File: src/rtl/mult_pkg.sv
// Shared types and constants for the shift-add signed multiplier.
package mult_pkg;

   localparam int WIDTH     = 8;
   localparam int NUM_STEPS = 8;
   localparam int CNT_W     = $clog2(NUM_STEPS);

   typedef enum logic [2:0] {
      IDLE,
      CLR,
      ADD,
      SHIFT,
      DONE
   } state_t;

endpackage

File: src/rtl/mult_sequencer_if.sv
// Bus to the external 9-bit adder: operands out, sum and sign bit back.
interface mult_sequencer_if;
   import mult_pkg::*;

   logic [WIDTH-1:0] add_a;
   logic [WIDTH-1:0] add_s;
   logic             add_sub;
   logic [WIDTH-1:0] add_sum;
   logic             add_x;

   modport master (
      output add_a,
      output add_s,
      output add_sub,
      input  add_sum,
      input  add_x
   );

   modport slave (
      input  add_a,
      input  add_s,
      input  add_sub,
      output add_sum,
      output add_x
   );

endinterface

File: src/rtl/mult_fsm.sv
// Control FSM: state register, step counter and datapath strobes.
module mult_fsm
   import mult_pkg::*;
(
   input  logic clk,
   input  logic reset,
   input  logic run,
   input  logic clear_load,
   output logic load_b,
   output logic clear,
   output logic do_add,
   output logic do_shift,
   output logic start,
   output logic add_sub,
   output logic done
);

   localparam logic [CNT_W-1:0] LAST = CNT_W'(NUM_STEPS - 1);

   state_t           state;
   state_t           state_n;
   logic [CNT_W-1:0] cnt;
   logic [CNT_W-1:0] cnt_n;

   always_ff @(posedge clk) begin
      if (reset) begin
         state <= IDLE;
         cnt   <= '0;
      end else begin
         state <= state_n;
         cnt   <= cnt_n;
      end
   end

   always_comb begin
      state_n  = state;
      cnt_n    = cnt;
      load_b   = 1'b0;
      clear    = 1'b0;
      do_add   = 1'b0;
      do_shift = 1'b0;
      start    = 1'b0;
      add_sub  = 1'b0;
      done     = 1'b0;
      unique case (state)
         IDLE: begin
            if (clear_load) begin
               load_b = 1'b1;
            end else if (run) begin
               start   = 1'b1;
               state_n = CLR;
            end
         end
         CLR: begin
            clear   = 1'b1;
            cnt_n   = '0;
            state_n = ADD;
         end
         ADD: begin
            do_add  = 1'b1;
            // final step weights the multiplier sign bit negatively
            add_sub = (cnt == LAST);
            state_n = SHIFT;
         end
         SHIFT: begin
            do_shift = 1'b1;
            cnt_n    = cnt + CNT_W'(1);
            state_n  = (cnt == LAST) ? DONE : ADD;
         end
         DONE: begin
            done = 1'b1;
            if (!run) state_n = IDLE;
         end
         default: state_n = IDLE;
      endcase
   end

endmodule

File: src/rtl/mult_sequencer.sv
// Signed 8x8 shift-add multiplier; product in {A,B}, adder is external.
// Define MULT_LATCH_S_EN to hold the multiplicand in a register during a run.
module mult_sequencer
   import mult_pkg::*;
(
   input  logic               Clk,
   input  logic               Reset,
   input  logic               Run,
   input  logic               ClearA_LoadB,
   input  logic [WIDTH-1:0]   SW,
   mult_sequencer_if.master   add,
   output logic [WIDTH-1:0]   Aval,
   output logic [WIDTH-1:0]   Bval,
   output logic               Xval,
   output logic               done
);

   logic [WIDTH-1:0] a_q;
   logic [WIDTH-1:0] b_q;
   logic             x_q;
   logic             load_b;
   logic             clear;
   logic             do_add;
   logic             do_shift;
   logic             start;
   logic             add_sub;

   mult_fsm u_fsm (
      .clk        (Clk),
      .reset      (Reset),
      .run        (Run),
      .clear_load (ClearA_LoadB),
      .load_b     (load_b),
      .clear      (clear),
      .do_add     (do_add),
      .do_shift   (do_shift),
      .start      (start),
      .add_sub    (add_sub),
      .done       (done)
   );

   always_ff @(posedge Clk) begin
      if (Reset) begin
         x_q <= 1'b0;
         a_q <= '0;
         b_q <= '0;
      end else if (load_b) begin
         x_q <= 1'b0;
         a_q <= '0;
         b_q <= SW;
      end else if (clear) begin
         x_q <= 1'b0;
         a_q <= '0;
      end else if (do_add && b_q[0]) begin
         {x_q, a_q} <= {add.add_x, add.add_sum};
      end else if (do_shift) begin
         // X is the sign, so it is replicated rather than consumed
         a_q <= {x_q, a_q[WIDTH-1:1]};
         b_q <= {a_q[0], b_q[WIDTH-1:1]};
      end
   end

`ifdef MULT_LATCH_S_EN
   logic [WIDTH-1:0] s_q;

   always_ff @(posedge Clk) begin
      if (Reset) begin
         s_q <= '0;
      end else if (start) begin
         s_q <= SW;
      end
   end

   assign add.add_s = s_q;
`else
   logic unused_start;

   assign unused_start = start;
   assign add.add_s    = SW;
`endif

   assign add.add_a   = a_q;
   assign add.add_sub = add_sub;
   assign Aval        = a_q;
   assign Bval        = b_q;
   assign Xval        = x_q;

endmodule

File: src/flat_wrapper.sv
// flat-port wrapper written by rule: the top's interface ports become plain ports
module mult_sequencer_flat import mult_pkg::*;
  (Clk, Reset, Run, ClearA_LoadB, SW, Aval, Bval, Xval, done, add_add_a, add_add_s, add_add_sub, add_add_sum, add_add_x);
  mult_sequencer_if add_i ();
  input  logic Clk;
  input  logic Reset;
  input  logic Run;
  input  logic ClearA_LoadB;
  input  logic [WIDTH-1:0] SW;
  output logic [WIDTH-1:0] Aval;
  output logic [WIDTH-1:0] Bval;
  output logic Xval;
  output logic done;
  output wire logic [$bits(add_i.add_a)-1:0] add_add_a;
  output wire logic [$bits(add_i.add_s)-1:0] add_add_s;
  output wire logic [$bits(add_i.add_sub)-1:0] add_add_sub;
  input wire logic [$bits(add_i.add_sum)-1:0] add_add_sum;
  input wire logic [$bits(add_i.add_x)-1:0] add_add_x;
  assign add_add_a = add_i.add_a;
  assign add_add_s = add_i.add_s;
  assign add_add_sub = add_i.add_sub;
  assign add_i.add_sum = add_add_sum;
  assign add_i.add_x = add_add_x;
  mult_sequencer u_core (.Clk(Clk), .Reset(Reset), .Run(Run), .ClearA_LoadB(ClearA_LoadB), .SW(SW), .add(add_i), .Aval(Aval), .Bval(Bval), .Xval(Xval), .done(done));
endmodule
File: config.mk
export PLATFORM = sky130hd
export DESIGN_NAME = mult_sequencer_flat
export DESIGN_NICKNAME = d
export VERILOG_FILES = /design/src/rtl/mult_pkg.sv /design/src/rtl/mult_sequencer_if.sv /design/src/rtl/mult_fsm.sv /design/src/rtl/mult_sequencer.sv /design/src/flat_wrapper.sv
export SDC_FILE = /design/constraint.sdc
export NUM_CORES = 1
export LEC_CHECK = 0
export CORE_MARGIN = 2
export CORE_UTILIZATION = 35
export DETAILED_ROUTE_END_ITERATION = 6
export GPL_ROUTABILITY_DRIVEN = 1
export PLACE_DENSITY = 0.73
export REMOVE_ABC_BUFFERS = 1
export SETUP_SLACK_MARGIN = 0.1
export SYNTH_ARGS = -nofsm -noshare
export SYNTH_HDL_FRONTEND = slang
export SYNTH_SLANG_ARGS = --single-unit
File: constraint.sdc
create_clock -name Clk -period 2.4 [get_ports Clk]
set_input_delay 0.36 -clock Clk [delete_from_list [all_inputs] [get_ports Clk]]
set_output_delay 0.36 -clock Clk [all_outputs]
set_load 0.005 [all_outputs]
### Yosys cells after proc, flatten, opt, wreduce, memory -nomap -nowiden

Index checks and enable logic that the tools add are counted.

* add/subtract/negate cells: 1
* $mul: 0
* div/mod/pow operators: 0
* magnitude comparators: 0
* equality and inequality tests: 10
* shift-type cells: 0
* mux-type cells: 19
* bitwise gates (word level): 0
* reductions and logical operators: 8

Operators with widths (number)
* 8-bit two-way mux: 6
* 3-bit one-hot mux with 5 select lines: 1
* 3-bit two-way mux: 4
* 1-bit two-way mux: 7
* 3-bit by 2-bit == test with 1-bit output, second input constant: 2
* 3-bit == test, second input constant: 2
* 2-bit inequality test, second input constant: 3
* 3-bit one-hot mux with 2 select lines: 1
* 3-bit AND reduction: 2
* 2-bit nonzero test: 3
* 2-bit by 1-bit inequality test with 1-bit output, second input constant: 2
* 3-bit by 1-bit adder with 3-bit output, second input constant: 1
* 3-bit by 1-bit == test with 1-bit output, second input constant: 1
* 3-bit zero test: 1
* 3-bit OR reduction: 1
* 1-bit logical AND: 1

* bits in registers: 23
* latch bits: 0
* memory bits (writable): 0
* memory bits (read-only): 0
* output and inout bits: 35
* logic and storage cells: 43
* memories: 0

### Longest topological paths before layout

* depth in word-level cells: 6
* depth in mapped cells: 5
* depth with buffers taken out: 5

### Cells and area by module

A second synthesis with hierarchy kept.

* cells, all modules: 142
* area total of the unflattened synthesis: 1332.5 um2

By module, submodules not included
* mult_sequencer: times used 1, cells each 104, area each 1001.0 um2, sequential area each 340.3 um2
* mult_fsm: times used 1, cells each 38, area each 331.6 um2, sequential area each 120.1 um2

### Least setup slack after synthesis

OpenSTA, ideal clock, no wires.

* path kind: reg2reg
* start: register u_core.u_fsm.state[1]
* end: register u_core.b_q[3] (netlist: u_core.Bval[3])
* setup time: 0.132 ns
* arrival: 1.166 ns
* required time: 2.268 ns
* setup slack: 1.102 ns
* stages on the path, launching flop included: 5
* path buffers: 1
* clock period less this slack: 1.298 ns
* cell sequence: dfxtp_1 or4b_1 buf_2 o22ai_1 nor3_1

* longest elaborated chain between the ends: 5

RTL lines
* start: declaration: RTL line mult_fsm.sv:20 `state_t state;`
* start signal: assignment: RTL line mult_fsm.sv:30 `state <= state_n;`
* 3-bit by 2-bit == test with 1-bit output: RTL line mult_fsm.sv:45 `unique case (state)`
* 1-bit two-way mux: RTL line mult_fsm.sv:45
* 1-bit logical AND: RTL line mult_sequencer.sv:54 `end else if (do_add && b_q[0]) begin`
* 2-bit by 1-bit inequality test with 1-bit output (no line)
* 3-bit AND reduction (no line)
* end signal: assignment: RTL line mult_sequencer.sv:59 `b_q <= {a_q[0], b_q[WIDTH-1:1]};`
* end: declaration: RTL line mult_sequencer.sv:19 `logic [WIDTH-1:0] b_q;`

Parallel ways exist; a longest one is shown, timed or not.
A chain may end at the register's enable or synchronous reset.

### Final worst setup path

* start: register u_core.u_fsm.cnt[0]
* end: output add_add_sub

* longest elaborated chain between the ends: 2

RTL lines
* start: declaration: RTL line mult_fsm.sv:22 `logic [CNT_W-1:0] cnt;`
* start signal: assignment: RTL line mult_fsm.sv:31 `cnt <= cnt_n;`
* 3-bit == test: RTL line mult_fsm.sv:62 `add_sub = (cnt == LAST);`
* 1-bit two-way mux: RTL line mult_fsm.sv:45
* end: declaration: RTL line flat_wrapper.sv:16 `output wire logic [$bits(add_i.add_sub)-1:0] add_add_sub;`

Every way passes these cells.

==> flow_summary_export.csv <==
group,metric,value,unit
routing,dr_total_vias,1164,
routing,antenna_left,0,
critical_path,crit_required,2.04,ns
pwr,power_switching,203.3,uW
outcome,status,"complete, no violations",
pwr,p_clk_share,23.8,%
clock_tree,cts.repair.resized,0,
logic_synthesis,avgSynthCellArea,8.629,sq um
routing,drt_iter0_drc,61,
timing,relSlewSlack,55.21,%
global_routing,grt_max_degree,17,
hold_path,whs_path_depth,2,
clock_tree,cts_hold_buf,0,
timing,hold_viol,0,
critical_path,crit_path_max_fanout,3,
pwr,power_frac_seq,54.9,%
global_routing,grt_pass1_wl,4.933,mm
layout,drive_gt1_share,6.936,%
clock_tree,clk_latency,0.31,ns
pwr,p_int,563.6,uW
clock_tree,numCtsBuffers,3,
logic_synthesis,synth-edff-count,0,
routing,wl_per_cell,14.60,microns
clock_tree,cts_setup_buffers,0,
run,drv_cap,0,
logic_synthesis,synthArstFlopShare,0,%
pwr,ir_worst_vdd,0.2113,mV
timing,period_share,88.35,%
global_routing,grt_overflow,0,
global_routing,grt_usage,17.17,%
logic_synthesis,syn_inst,135,
logic_synthesis,synth-seq-cells,23,
layout,nets,197,
floorplan,rows,20,
timing,hold_slack,0.4736,ns
critical_path,criticalPathCategory,"flop to output pin",
timing,clock_skew,0.008721,ns
floorplan,die_area,3806,sq um
global_routing,antenna_found_initial,0,
routing,drt_pass1_iterations,4,
clock_tree,clk_pin_slew_worst_paths,0.12,ns
clock_tree,clockRootBuffer,"clkbuf_4",
pwr,powerDensity,462.6,nW/um^2
critical_path,critical_path_arrival,1.76,ns
logic_synthesis,ys_seq_area_share,39.53,%
placement,port-buffer-count,55,
floorplan,ios,56,
floorplan,core-area,3103,sq um
global_routing,grt_pass1_vias,1116,
pwr,comb_power_share,21.3,%
timing,fin_tns_setup,0,ns
timing,fmax,0.4716,GHz
logic_synthesis,ys.flop_type,"dfxtp_1",
critical_path,cp-start-kind,"flop",
routing,avgViaCountPerCell,5.364,
pwr,p_leak,0.0005752,uW
placement,place_area,1632,sq um
critical_path,r2r_cells,4,
layout,stdcell_area,1658,sq um
logic_synthesis,synth_cell_types,28,
timing,min_period,2.120,ns
floorplan,die_h,61.69,microns
pwr,switching_share,26.51,%
hold_path,hp-class,"flop to flop",
clock_tree,cts_tree,"done",
routing,drt-total-wl,3.168,mm
logic_synthesis,netlist_area,1165,sq um
timing,slew_violations,0,
routing,drc_errors,0,
placement,hpwl,2.351,mm
logic_synthesis,ys_warn_count,0,
layout,fillers,304,
timing,worst-slew-pin-transition,0.6679,ns
placement,gp_congestion,0.6796,
clock_tree,ctsHtreeMaxLevel,1,
clock_tree,clock_sinks,23,
floorplan,die_w,61.69,microns
timing,finalSetupViolCount,0,
timing,grt_setup_unrepaired,"false",
floorplan,start_util,37.54,%
layout,area_growth,42.32,%
critical_path,end_kind,"output pin",
clock_tree,ctsLongestPathBuffers,2,
layout,diodes,0,
## cells in the final DEF (no fill, tap or decap), types with 3 or more instances in the layout
master	instances
nand2_1	10
buf_4	5
nor3_1	18
clkdlybuf4s50_1	55
nor2_1	4
a22oi_1	7
nand3_1	9
clkbuf_4	3
dfxtp_1	23
a21oi_1	11
o22ai_1	7
## per-layer routing
| layer | wire, microns | vias up | GRT usage (%) |
|---|---|---|---|
| met3 | 167 | 2 | 2.484 |
| met1 | 1294 | 572 | 20.18 |
| met5 | 0 | - | 0 |
| met2 | 1684 | 40 | 31.58 |
| li1 | - | 550 | - |
| met4 | 21 | 0 | 6.079 |
## critical path, cell delays in order, from the launching register on
cell,delay (ns)
dfxtp_1,0.38
ha_1,0.16
ha_1,0.20
nand2_1,0.07
nor3_1,0.13
clkdlybuf4s50_1,0.52
## metrics by stage
| step | total power, uW | worst slack (ns) | std cells | utilization, % |
|---|---|---|---|---|
| 2_1_floorplan | 483.8 | 0.7325 | 109 | - |
| 3_3_place_gp | 586.1 | 0.5571 | 213 | 52.58 |
| 3_5_place_dp | 592.3 | 0.4941 | 213 | 52.58 |
| 4_1_cts | 767.8 | 0.2760 | 217 | 53.43 |
| 5_1_grt | 796.5 | 0.1844 | 217 | 53.43 |
| 6_report | 766.9 | 0.2796 | 217 | 53.43 |
## logic make-up after synthesis
family,count (synthesis),share of synthesized area (%)
flip-flops,23,39.53
AO/OA/AOI/OAI,30,17.08
buffers and inverters,28,15.79
AND/OR/NAND/NOR,52,25.46
adder cells (fa/ha/maj),2,2.148
## path summary, 6_finish.rpt
path / end / start / slack, ns
worst max-delay path: add_add_sub / u_core.u_fsm.cnt[0] / 0.28
worst min-delay path: u_core.u_fsm.cnt[2] / u_core.u_fsm.cnt[2] / 0.47
worst min register to register: u_core.u_fsm.cnt[2] / u_core.u_fsm.cnt[2] / 0.47
worst max register to register: u_core.Aval[0] / u_core.u_fsm.state[0] / 0.59
## flip-flops by register name, summed over array words and instances (netlist names)
| name | cells |
|---|---|
| u_core.Bval | 8 |
| u_core.Aval | 8 |
| u_core.Xval | 1 |
| u_core.u_fsm.cnt | 3 |
| u_core.u_fsm.state | 3 |
## synthesized netlist by cell type (2+ instances only)
library cell  number  share of area, %
a21oi_1           11               4.7
a22oi_1            7               4.5
a311oi_1           2               1.5
buf_2              6               2.6
buf_4             19                12
dfxtp_1           23                40
ha_1               2               2.1
inv_1              2              0.64
nand2_1           10               3.2
nand3_1            9               3.9
nor2_1             4               1.3
nor3_1            18               7.7
o22ai_1            7               3.8
## layout make-up
class / count / area, sq um / area share, %
Clock buffer: 4 / 26.28 / 1.585
Tap cell: 44 / 55.05 / 3.321
Multi-Input combinational cell: 84 / 520.5 / 31.40
Inverter: 2 / 7.507 / 0.4528
Sequential cell: 23 / 460.4 / 27.77
Timing Repair Buffer: 60 / 588.1 / 35.47
## power groups by stage
stage	combinational, uW	clock [uW]	sequential [uW]
floorplan	53.3	0	430
global placement	158	0	428
CTS	164	183	421
detailed placement	163	0	429
finish	164	182	421
global route	175	198	424
Power figures use the tool's default switching activity.
